--- src/rtl/mem_access_unit_pkg.sv ---
// Shared types and constants for the load/store front end.
// Provides the access-size encodings, the FSM state enum, the captured request
// payload and the default memory word-line index width.
package mem_access_unit_pkg;

  localparam int unsigned LINE_BITS_DEF = 12;
  localparam int unsigned DATA_W        = 32;

  localparam logic [1:0] SZ_BYTE = 2'd0;
  localparam logic [1:0] SZ_HALF = 2'd1;
  localparam logic [1:0] SZ_WORD = 2'd2;
  localparam logic [1:0] SZ_ILL  = 2'd3;

  typedef enum logic [1:0] {
    ST_IDLE   = 2'd0,
    ST_ACCESS = 2'd1,
    ST_WRITE  = 2'd2,
    ST_RESP   = 2'd3
  } state_e;

  // Request fields kept after the handshake (the line index is held separately
  // because its width follows the LINE_BITS parameter).
  typedef struct packed {
    logic              write;
    logic [1:0]        size;
    logic              uns;
    logic [1:0]        lane;
    logic [DATA_W-1:0] wdata;
  } req_t;

endpackage

--- src/rtl/mem_access_unit_lane_align.sv ---
// Byte-lane steering between a memory word and the core.
// Ports:
//   word         - word read from memory
//   lane         - byte offset within the word (addr[1:0])
//   size         - access size encoding
//   is_unsigned  - zero-extend loads when 1, sign-extend when 0
//   wdata        - right-aligned store data
//   load_data_c  - extracted and extended load result
//   merge_data_c - word with the store data merged into the addressed lane(s)
module mem_access_unit_lane_align
  import mem_access_unit_pkg::*;
(
  input  logic [DATA_W-1:0] word,
  input  logic [1:0]        lane,
  input  logic [1:0]        size,
  input  logic              is_unsigned,
  input  logic [DATA_W-1:0] wdata,
  output logic [DATA_W-1:0] load_data_c,
  output logic [DATA_W-1:0] merge_data_c
);

  logic [4:0]        shamt;
  logic [7:0]        sel_b;
  logic [15:0]       sel_h;
  logic [DATA_W-1:0] mask;

  // Little-endian: lane 0 is bits 7:0, so a lane is a shift of 8*lane bits.
  assign shamt = {lane, 3'b000};
  assign sel_b = 8'(word >> shamt);
  assign sel_h = 16'(word >> shamt);

  always_comb begin
    load_data_c  = word;
    mask         = '1;
    case (size)
      SZ_BYTE: begin
        load_data_c = is_unsigned ? {24'h0, sel_b} : {{24{sel_b[7]}}, sel_b};
        mask        = 32'h0000_00FF;
      end
      SZ_HALF: begin
        load_data_c = is_unsigned ? {16'h0, sel_h} : {{16{sel_h[15]}}, sel_h};
        mask        = 32'h0000_FFFF;
      end
      default: begin
        load_data_c = word;
        mask        = '1;
      end
    endcase
    merge_data_c = (word & ~(mask << shamt)) | ((wdata & mask) << shamt);
  end

endmodule

--- src/rtl/mem_access_unit.sv ---
// Load/store front end for the unified word memory data port.
// Turns byte-addressed byte/half/word requests into word-line accesses, does a
// read-modify-write for sub-word stores, flags misaligned/out-of-range/illegal
// accesses and answers over a valid/ready response channel.
// Ports:
//   clk, reset_n                  - clock, synchronous active-low reset
//   req_valid/req_ready           - request handshake
//   req_write, req_addr, req_size,
//   req_unsigned, req_wdata       - request payload
//   resp_valid/resp_ready         - response handshake
//   resp_rdata, resp_error        - response payload
//   mem_line, mem_write,
//   mem_write_data, mem_data      - memory data port (mem_data is combinational)
module mem_access_unit
  import mem_access_unit_pkg::*;
#(
  parameter int unsigned       LINE_BITS = LINE_BITS_DEF,
  parameter logic [DATA_W-1:0] ERR_RDATA = 32'h0000_0000
) (
  input  logic                 clk,
  input  logic                 reset_n,
  input  logic                 req_valid,
  output logic                 req_ready,
  input  logic                 req_write,
  input  logic [31:0]          req_addr,
  input  logic [1:0]           req_size,
  input  logic                 req_unsigned,
  input  logic [DATA_W-1:0]    req_wdata,
  output logic                 resp_valid,
  input  logic                 resp_ready,
  output logic [DATA_W-1:0]    resp_rdata,
  output logic                 resp_error,
  output logic [LINE_BITS-1:0] mem_line,
  output logic                 mem_write,
  output logic [DATA_W-1:0]    mem_write_data,
  input  logic [DATA_W-1:0]    mem_data
);

  state_e                state, state_nxt;
  req_t                  req_q;
  logic [LINE_BITS-1:0]  line_q;
  logic [DATA_W-1:0]     merge_q;
  logic [DATA_W-1:0]     rdata_q;
  logic                  err_q;
  logic                  accept_c;
  logic                  req_err_c;
  logic [DATA_W-1:0]     load_c;
  logic [DATA_W-1:0]     merge_c;

  assign accept_c   = req_valid && (state == ST_IDLE);
  assign resp_rdata = rdata_q;
  assign resp_error = err_q;

  // Reject illegal size, misalignment and anything above the memory span.
  always_comb begin
    req_err_c = 1'b0;
    if (req_size == SZ_ILL)                             req_err_c = 1'b1;
    if ((req_size == SZ_HALF) && req_addr[0])           req_err_c = 1'b1;
    if ((req_size == SZ_WORD) && (req_addr[1:0] != 0))  req_err_c = 1'b1;
    if ((req_addr >> (LINE_BITS + 2)) != '0)            req_err_c = 1'b1;
  end

  mem_access_unit_lane_align u_lane_align (
    .word         (mem_data),
    .lane         (req_q.lane),
    .size         (req_q.size),
    .is_unsigned  (req_q.uns),
    .wdata        (req_q.wdata),
    .load_data_c  (load_c),
    .merge_data_c (merge_c)
  );

  // State register.
  always_ff @(posedge clk) begin
    if (!reset_n) state <= ST_IDLE;
    else          state <= state_nxt;
  end

  // Next-state logic.
  always_comb begin
    state_nxt = state;
    case (state)
      ST_IDLE:   if (req_valid) state_nxt = req_err_c ? ST_RESP : ST_ACCESS;
      ST_ACCESS: state_nxt = (req_q.write && (req_q.size != SZ_WORD)) ? ST_WRITE : ST_RESP;
      ST_WRITE:  state_nxt = ST_RESP;
      ST_RESP:   if (resp_ready) state_nxt = ST_IDLE;
      default:   state_nxt = ST_IDLE;
    endcase
  end

  // Port outputs decoded from state; writes are also gated by reset_n so a
  // reset landing on a write cycle never corrupts memory.
  always_comb begin
    req_ready      = 1'b0;
    resp_valid     = 1'b0;
    mem_line       = '0;
    mem_write      = 1'b0;
    mem_write_data = '0;
    case (state)
      ST_IDLE: req_ready = 1'b1;
      ST_ACCESS: begin
        mem_line = line_q;
        if (req_q.write && (req_q.size == SZ_WORD)) begin
          mem_write      = reset_n;
          mem_write_data = reset_n ? req_q.wdata : '0;
        end
      end
      ST_WRITE: begin
        mem_line       = line_q;
        mem_write      = reset_n;
        mem_write_data = reset_n ? merge_q : '0;
      end
      ST_RESP: resp_valid = 1'b1;
      default: ;
    endcase
  end

  // Captured request, merged store word and response registers.
  always_ff @(posedge clk) begin
    if (!reset_n) begin
      req_q   <= '0;
      line_q  <= '0;
      merge_q <= '0;
      rdata_q <= '0;
      err_q   <= 1'b0;
    end else begin
      if (accept_c) begin
        req_q   <= '{write: req_write, size: req_size, uns: req_unsigned,
                     lane: req_addr[1:0], wdata: req_wdata};
        line_q  <= req_addr[LINE_BITS+1:2];
        err_q   <= req_err_c;
        rdata_q <= req_err_c ? ERR_RDATA : '0;
      end
      if (state == ST_ACCESS) begin
        if (!req_q.write) rdata_q <= load_c;
        merge_q <= merge_c;
      end
    end
  end

endmodule

--- config.mk ---
export PLATFORM = sky130hd
export DESIGN_NAME = mem_access_unit
export DESIGN_NICKNAME = d
export VERILOG_FILES = /design/src/rtl/mem_access_unit_pkg.sv /design/src/rtl/mem_access_unit_lane_align.sv /design/src/rtl/mem_access_unit.sv
export SDC_FILE = /design/constraint.sdc
export NUM_CORES = 1
export LEC_CHECK = 0
export CORE_ASPECT_RATIO = 1.4
export CORE_MARGIN = 1.5
export CORE_UTILIZATION = 69
export CTS_CLUSTER_DIAMETER = 40
export DETAILED_ROUTE_END_ITERATION = 8
export DONT_BUFFER_PORTS = 1
export HOLD_SLACK_MARGIN = 0.03
export PLACE_DENSITY = 0.91
export SYNTH_ARGS = -nofsm -noshare
export SYNTH_HDL_FRONTEND = slang
export SYNTH_HIERARCHICAL = 1
export SYNTH_SLANG_ARGS = --single-unit
--- constraint.sdc ---
create_clock -name clk -period 5.7 [get_ports clk]
set_input_delay 1.14 -clock clk [delete_from_list [all_inputs] [get_ports clk]]
set_output_delay 1.14 -clock clk [all_outputs]
set_load 0.05 [all_outputs]
==> results.cfg, run 1 <==
[place]
dp_cells = 842
hpwl_um = 13490
finalWeightedCongestion = 0.9614
dp_slack_ns = 1.642
dpl_cell_area_mm2 = 0.006777
port_buffers = 0

[clock_network]
clock_latency_ns = 0.41
cts_tree = yes
cts_setup_buffers = 0
cts.sinks = 117
cts-root-buf = clkbuf_16
clk_pin_slew_ns = 0.06
cts-resized-gates = 0
h-tree-depth = 4
cts_made_buffers = 17
hold_buffers = 0
clockBufferDepth = 2

[min_path]
min_path_type = reg2reg

[global_route]
grt_remaining_overflow = 0
grt_pass1_wl_um = 29670
grt_pass1_vias = 5914
grt_max_degree = 121
antenna_found_initial = 0
grt_usage = 0.3714

[detailed_routing]
dr.pass1.iters = 5
drc = 0
drt_iter0_drc = 673
detail-route-antenna-nets = 0
wire_per_inst_um = 22.51
via_per_inst = 6.884
vias = 6017
wirelength_um = 19670

[worst_setup_path]
path_max_fanout = 34
crit_end = mem_write_data[21]
crit_path_end_kind = primary output
critical_path_class = reg2out
r2r_start = state[1]
start_kind = flop
timing.rr.end = resp_rdata[21]
ff2ff_setup_slack_ns = 2.89
r2r_cells = 8
cp.required_ns = 4.56
arrival_ns = 3.38
crit_start = state[1]

[die]
row_count = 42
die_h_um = 119.8
die_area_mm2 = 0.01036
fp.coreArea_mm2 = 0.009459
io_pins = 184
die_x_um = 86.46
initial_core_util = 0.7112

[power_and_ir_drop]
p_comb_frac = 0.335
peakVddDrop_mv = 0.5125
clkPwrFrac = 0.298
powerDensity_mw_per_mm2 = 495.1
p_switching_uw = 1502
p_int_uw = 2151
switching_share = 0.4112
sequentialPowerShare = 0.367
p_leak_uw = 0.002540

[yosys]
synth-seq-cells = 117
seq_area_frac_synth = 0.3481
ys_dominant_reg_cell = dfxtp_1
yosysUniqueCellTypes = 53
syn_area_mm2 = 0.006728
ys_warn_count = 6
synthArstFlopShare = 0
avgSynthCellArea_um2 = 8.794
synth-edff-count = 0
syn_nets = 874
synthCells = 765

[sta]
setup_violations = 0
tightest_slew_ns = 1.427
worst_slack_ns = 1.182
fin_skew_ns = 0.005383
rsz0062_at_grt = false
fin_crit_sh = 0.7926
tns_ns = 0
slew_viol_final = 0
maxSlewHeadroom = 0.04662
period_minus_slack_ns = 4.518
hold_viol_final = 0
fmax_mhz = 221.3

[finish]
layout_common_cells = dfxtp_1, nand2_1, nor2b_1, a21boi_0, a22oi_1
fin_cells = 874
diodes = 0
mostFrequentLayoutCell = dfxtp_1
drive_above_1_share = 0.1767
area_growth_pct = 9.689
post-route-cell-area_mm2 = 0.007380
fill_cells = 625
final_util = 0.7802
fin_nets = 860

[run]
drv_cap = 0

[run_status]
outcome = completed
==> synthesized netlist by cell type, types with 2 or more instances <==
cell,number,area share
buf_4,6,0.0067
clkbuf_1,28,0.016
buf_2,28,0.021
a21boi_0,52,0.058
nor4_1,6,0.0056
nand4_1,3,0.0028
and2_1,22,0.020
or2_2,2,0.0019
nand3_1,8,0.0060
o21ai_1,3,0.0022
a31oi_1,9,0.0084
nand2_1,112,0.062
o221ai_1,8,0.010
nor2_1,5,0.0028
a32oi_1,9,0.012
o22ai_1,16,0.015
ha_1,5,0.0093
nor2b_1,103,0.096
o2bb2ai_1,8,0.010
a2bb2oi_1,8,0.010
mux2_4,2,0.0045
mux2_2,23,0.038
a221o_1,7,0.010
dfxtp_1,117,0.35
o21ai_0,18,0.013
buf_6,8,0.013
a22o_1,7,0.0091
a22oi_2,29,0.054
a22oi_1,44,0.049
mux2i_1,32,0.048
inv_1,15,0.0084
==> routing by layer <==
| layer | track usage | part of all wire | up-vias |
|---|---|---|---|
| met2 | 0.6216 | 0.49 | 375 |
| li1 | - | - | 2713 |
| met1 | 0.4180 | 0.37 | 2827 |
| met5 | 0 | 0 | - |
| met3 | 0.1052 | 0.095 | 102 |
| met4 | 0.2077 | 0.049 | 0 |
==> per-stage QoR <==
step	power, µW	hold WS [ns]
4_1_cts	3629	0.4599
3_5_place_dp	2542	0.4529
2_1_floorplan	2341	0.4388
6_report	3654	0.4562
5_1_grt	3801	0.4829
3_3_place_gp	2487	0.4462
==> state kept, by name (all words and copies together) (netlist names) <==
register / cells
state: 2
merge_q: 32
resp_error: 1
resp_rdata: 32
line_q: 12
req_q: 38
==> worst min path at each step <==
stage	startpoint	endpoint	slack, ns	cells past startpoint
floorplan	line_q[0]	line_q[0]	0.44	2
finish	line_q[1]	line_q[1]	0.46	2
CTS	line_q[0]	line_q[0]	0.46	2
detailed placement	line_q[6]	line_q[6]	0.45	2
global placement	line_q[10]	line_q[10]	0.45	2
global route	line_q[1]	line_q[1]	0.48	2
==> power groups by stage <==
| stage | combinational [µW] | sequential (µW) | clock (µW) |
|---|---|---|---|
| after floorplan | 1060 | 1280 | 0 |
| after global placement | 1140 | 1340 | 0 |
| after detailed placement | 1190 | 1350 | 0 |
| after CTS | 1200 | 1340 | 1090 |
| after global routing | 1310 | 1350 | 1140 |
| final | 1220 | 1340 | 1090 |
==> area by class of cell <==
cell class | count | area (µm²) | share of cell area
Timing Repair Buffer | 39 | 292.8 | 0.03967
Clock buffer | 21 | 450.4 | 0.06104
Inverter | 16 | 60.06 | 0.008138
Clock inverter | 11 | 152.6 | 0.02068
Multi-Input combinational cell | 560 | 3944 | 0.5344
Sequential cell | 117 | 2342 | 0.3174
Tap cell | 110 | 137.6 | 0.01865
==> worst max-delay path: stages (launching register included) <==
cell,delay (ns)
dfxtp_1,0.35
inv_1,0.12
ha_2,0.18
buf_4,0.48
and3b_1,0.26
and3_1,0.75
buf_4,0.37
a22oi_2,0.07
nor2b_1,0.16
buf_4,0.22
==> kinds of logic (layout without fill, tap and decap cells) <==
family,after synthesis,after routing,share of synthesized area
mux,57,57,0.09057
fa+ha+maj,5,5,0.009299
flops,117,117,0.3482
xor+xnor,1,1,0.001302
buf+inv,88,87,0.06676
simple gates,269,269,0.2066
compound gates,228,228,0.2773
No activity file was read; power rests on OpenSTA's default activity.
==> run 2: changes to the inputs <==
--- a/config.mk
+++ b/config.mk
@@ -7,12 +7,12 @@
 export LEC_CHECK = 0
 export CORE_ASPECT_RATIO = 1.4
 export CORE_MARGIN = 1.5
-export CORE_UTILIZATION = 69
+export CORE_UTILIZATION = 64
 export CTS_CLUSTER_DIAMETER = 40
 export DETAILED_ROUTE_END_ITERATION = 8
 export DONT_BUFFER_PORTS = 1
 export HOLD_SLACK_MARGIN = 0.03
-export PLACE_DENSITY = 0.91
+export PLACE_DENSITY = 0.86
 export SYNTH_ARGS = -nofsm -noshare
 export SYNTH_HDL_FRONTEND = slang
 export SYNTH_HIERARCHICAL = 1
==> constraint.sdc (replaced) <==
create_clock -name clk -period 4.51 [get_ports clk]
set_input_delay 0.902 -clock clk [delete_from_list [all_inputs] [get_ports clk]]
set_output_delay 0.902 -clock clk [all_outputs]
set_load 0.05 [all_outputs]
==> run 2 against run 1 <==
Routed wire length down 0.81%. Final cell count up 2.7%. Highest routed layer unchanged. Clock skew up 0.0036 ns. Register-to-register slack worse by 1.2 ns.
==> results.cfg, run 2 (synthesized netlist as in run 1, its figures left out) <==
[clock_network]
cts_made_buffers = 17
cts-resized-gates = 0
cts_setup_buffers = 0
clock_latency_ns = 0.42
cts.sinks = 117
hold_buffers = 0
clk_pin_slew_ns = 0.05
cts-root-buf = clkbuf_16
cts_tree = yes
clockBufferDepth = 2
h-tree-depth = 4

[die]
fp.coreArea_mm2 = 0.01029
row_count = 44
initial_core_util = 0.6535
die_area_mm2 = 0.01114
die_h_um = 124.3
io_pins = 184
die_x_um = 89.65

[sta]
period_minus_slack_ns = 3.867
fmax_mhz = 258.6
slew_viol_final = 0
rsz0062_at_grt = false
tightest_slew_ns = 1.264
fin_crit_sh = 0.8575
fin_skew_ns = 0.008952
maxSlewHeadroom = 0.1553
tns_ns = 0
setup_violations = 0
hold_viol_final = 0

[min_path]
min_path_type = reg2reg
whs_path_depth = 2

[detailed_routing]
detail-route-antenna-nets = 0
drt_iter0_drc = 653
via_per_inst = 6.561
dr.pass1.iters = 6
drc = 0
vias = 5892
wire_per_inst_um = 21.73
wirelength_um = 19510

[worst_setup_path]
arrival_ns = 2.97
cp.required_ns = 3.61
critical_path_class = reg2out
ff2ff_setup_slack_ns = 1.74
r2r_cells = 6
start_kind = flop
path_max_fanout = 23
crit_path_end_kind = primary output

[finish]
layout_common_cells = dfxtp_1, nand2_1, nor2b_1, a21boi_0, a22oi_1
seq_area_mm2 = 0.002342
post-route-cell-area_mm2 = 0.007395
final_util = 0.7183
largest_register_ff_count = 38
mostFrequentLayoutCell = dfxtp_1
largest_register = req_q
drive_above_1_share = 0.1737
multi_input_area_mm2 = 0.003944
fill_cells = 767
diodes = 0
fin_nets = 859
area_growth_pct = 9.913

[global_route]
grt_pass1_wl_um = 29960
antenna_found_initial = 0
grt_max_degree = 121
grt_remaining_overflow = 0
grt_usage = 0.3519
grt_pass1_vias = 5895

[place]
dpl_cell_area_mm2 = 0.006817
hpwl_um = 13700
port_buffers = 0
finalWeightedCongestion = 0.9751

[power_and_ir_drop]
switching_share = 0.4074
p_leak_uw = 0.002528
p_comb_frac = 0.334
clkPwrFrac = 0.294
peakVddDrop_mv = 0.6117
p_switching_uw = 1860
powerDensity_mw_per_mm2 = 617.3
sequentialPowerShare = 0.372
p_int_uw = 2705

[run_status]
outcome = completed

[run]
drv_cap = 0
run 2: final timing paths:
kind,startpoint,endpoint
worst max-delay path,req_q[36],mem_write_data[12]
worst min-delay path,line_q[7],line_q[7]
worst max register to register,state[0],resp_rdata[0]
worst min register to register,line_q[7],line_q[7]
run 2: area by class of cell:
type,count,share of cell area
Tap cell,138,0.02335
Sequential cell,117,0.3168
Clock inverter,9,0.01777
Clock buffer,20,0.06041
Multi-Input combinational cell,560,0.5333
Inverter,16,0.008122
Timing Repair Buffer,38,0.04027
run 2: worst max-delay path, stage by stage, from the launching register on:
cell,delay (ns)
dfxtp_1,0.83
and3b_1,0.30
and3_1,0.66
buf_12,0.27
a22oi_1,0.10
nor2b_1,0.17
buf_4,0.21
run 2: power groups by stage:
stage / Clock (µW) / Sequential [µW] / Combinational [µW]
4_1_cts: 1350 / 1690 / 1510
6_report: 1340 / 1700 / 1530
3_5_place_dp: 0 / 1710 / 1500
5_1_grt: 1390 / 1720 / 1660
2_1_floorplan: 0 / 1620 / 1340
3_3_place_gp: 0 / 1700 / 1440
run 2: stage by stage:
stage / setup WS [ns] / total power [µW] / hold slack (ns) / std cells
after floorplan: 1.353 / 2959 / 0.4388 / 765
after global placement: 1.271 / 3145 / 0.4471 / 869
after detailed placement: 1.159 / 3204 / 0.4522 / 869
after CTS: 0.7146 / 4547 / 0.4593 / 898
after global routing: 0.4937 / 4768 / 0.4860 / 898
final: 0.6427 / 4565 / 0.4564 / 898
run 2: metal layers:
layer	wire [µm]	vias to the layer above	track usage
met5	0	-	0
met4	923	0	0.1937
met3	1714	87	0.09609
met2	9549	365	0.5641
met1	7325	2740	0.4137
li1	-	2700	-
==> run 3: changes to the inputs <==
--- a/config.mk
+++ b/config.mk
@@ -12,7 +12,7 @@
 export DETAILED_ROUTE_END_ITERATION = 8
 export DONT_BUFFER_PORTS = 1
 export HOLD_SLACK_MARGIN = 0.03
-export PLACE_DENSITY = 0.86
+export PLACE_DENSITY = 0.77
 export SYNTH_ARGS = -nofsm -noshare
 export SYNTH_HDL_FRONTEND = slang
 export SYNTH_HIERARCHICAL = 1
==> constraint.sdc (replaced) <==
create_clock -name clk -period 4.51 [get_ports clk]
set_input_delay 0.902 -clock clk [delete_from_list [all_inputs] [get_ports clk]]
set_output_delay 0.902 -clock clk [all_outputs]
set_load 0.005 [all_outputs]
==> run 3 against run 2 <==
Non-clock buffer count is 34 lower. Final cell count is 3.5% lower. Clock-buffer cell count is 1 lower. Die area stayed put. Critical endpoint unchanged. Setup slack better by 0.21 ns.
==> results.cfg, run 3 (synthesized netlist as in run 1, its figures left out) <==
[run_status]
outcome = completed

[worst_setup_path]
crit_slowest_cell = dfxtp_1
start_kind = flop
critical_path_class = reg2out
path_cells = and3b_1 -> and3_2 -> a22oi_1 -> nor2b_1
crit_path_end_kind = primary output
cp.required_ns = 3.61
arrival_ns = 2.75
critical-path-max-stage-delay_ns = 0.82
path_max_fanout = 33

[global_route]
grt_remaining_overflow = 0
grt_usage = 0.3391
grt_pass1_vias = 5416
antenna_found_initial = 0
grt_max_degree = 121
grt_pass1_wl_um = 28640

[place]
dpl_cell_area_mm2 = 0.006550
port_buffers = 0
hpwl_um = 13460
finalWeightedCongestion = 0.9100

[finish]
post-route-cell-area_mm2 = 0.007093
largest_register = req_q
diodes = 0
area_growth_pct = 5.431
final_util = 0.6890
fin_nets = 825
layout_common_cells = dfxtp_1, nand2_1, nor2b_1, a21boi_0, a22oi_1
mostFrequentLayoutCell = dfxtp_1
drive_above_1_share = 0.1413
fill_cells = 876
largest_register_ff_count = 38

[sta]
tns_ns = 0
period_minus_slack_ns = 3.654
tightest_slew_ns = 1.242
fin_crit_sh = 0.8101
fmax_mhz = 273.7
hold_viol_final = 0
setup_violations = 0
slew_viol_final = 0
fin_skew_ns = 0.006786
rsz0062_at_grt = false
whs_ns = 0.4604
maxSlewHeadroom = 0.1704

[detailed_routing]
dr.pass1.iters = 5
drc = 0
wirelength_um = 19000
wire_per_inst_um = 21.92
vias = 5653
via_per_inst = 6.520
drt_iter0_drc = 430
detail-route-antenna-nets = 0

[clock_network]
clock_latency_ns = 0.41
cts-root-buf = clkbuf_16
hold_buffers = 0
cts-resized-gates = 0
cts_made_buffers = 17
cts_setup_buffers = 0
clockBufferDepth = 2
clk_pin_slew_ns = 0.06
cts_tree = yes
h-tree-depth = 4
cts.sinks = 117

[power_and_ir_drop]
p_leak_uw = 0.002318
peakVddDrop_mv = 0.5321
powerDensity_mw_per_mm2 = 578.3
fin_total_pwr_uw = 4102

[die]
fp.coreArea_mm2 = 0.01029
die_area_mm2 = 0.01114
die_h_um = 124.3
initial_core_util = 0.6535
die_x_um = 89.65
io_pins = 184
row_count = 44

[run]
drv_cap = 0

[min_path]
min_path_type = reg2reg
run 3: cell count changes in the layout (fill, tap and decap cells not counted):
cell,previous run,this run
buf_4,37,4
inv_6,0,4
bufinv_16,3,0
clkinvlp_4,3,5
and3_1,1,0
and3_2,0,1
buf_12,1,0
clkbuf_1,2,1
clkinv_4,1,2
run 3: metrics by stage:
stage                     setup WS (ns)  std cells
after global routing             0.6882        867
final                            0.8563        867
after global placement            1.459        835
after floorplan                   1.930        765
after detailed placement          1.323        835
after CTS                        0.8856        867
run 3: report_power, final:
| part | internal [µW] | total, µW | switching [µW] |
|---|---|---|---|
| Clock | 721 | 1220 | 504 |
| Combinational | 580 | 1390 | 806 |
| Sequential | 1240 | 1490 | 247 |
| Total | 2550 | 4100 | 1560 |
run 3: critical path: cells and delay by family (launching register included):
kind               cells  cell delay, ns
and+or+nand+nor        3            1.35
DFF                    1            0.82
AOI/OAI and AO/OA      1            0.16
run 3: layer usage:
layer | part of all wire | GRT usage
met1 | 0.39 | 0.4122
met5 | 0 | 0
met3 | 0.080 | 0.08151
met2 | 0.49 | 0.5540
met4 | 0.034 | 0.1511
run 3: worst paths after layout:
kind / start / to / slack (ns) / cells past startpoint
setup / recovery: req_q[36] / mem_write_data[12] / 0.86 / 4
hold / removal: line_q[8] / line_q[8] / 0.46 / 2
setup reg to reg: req_q[33] / resp_rdata[29] / 1.69 / 5
hold reg to reg: line_q[8] / line_q[8] / 0.46 / 2
run 3: area by class of cell:
class                   instances  area (µm²)  area share
clock buffers                  19       442.9     0.06244
multi-input cells             560        3945      0.5562
flip-flops and latches        117        2342      0.3302
repair buffers                  4       30.03    0.004234
well taps                     138       172.7     0.02434
inverters                      16       60.06    0.008467
clock inverters                13       100.1     0.01411
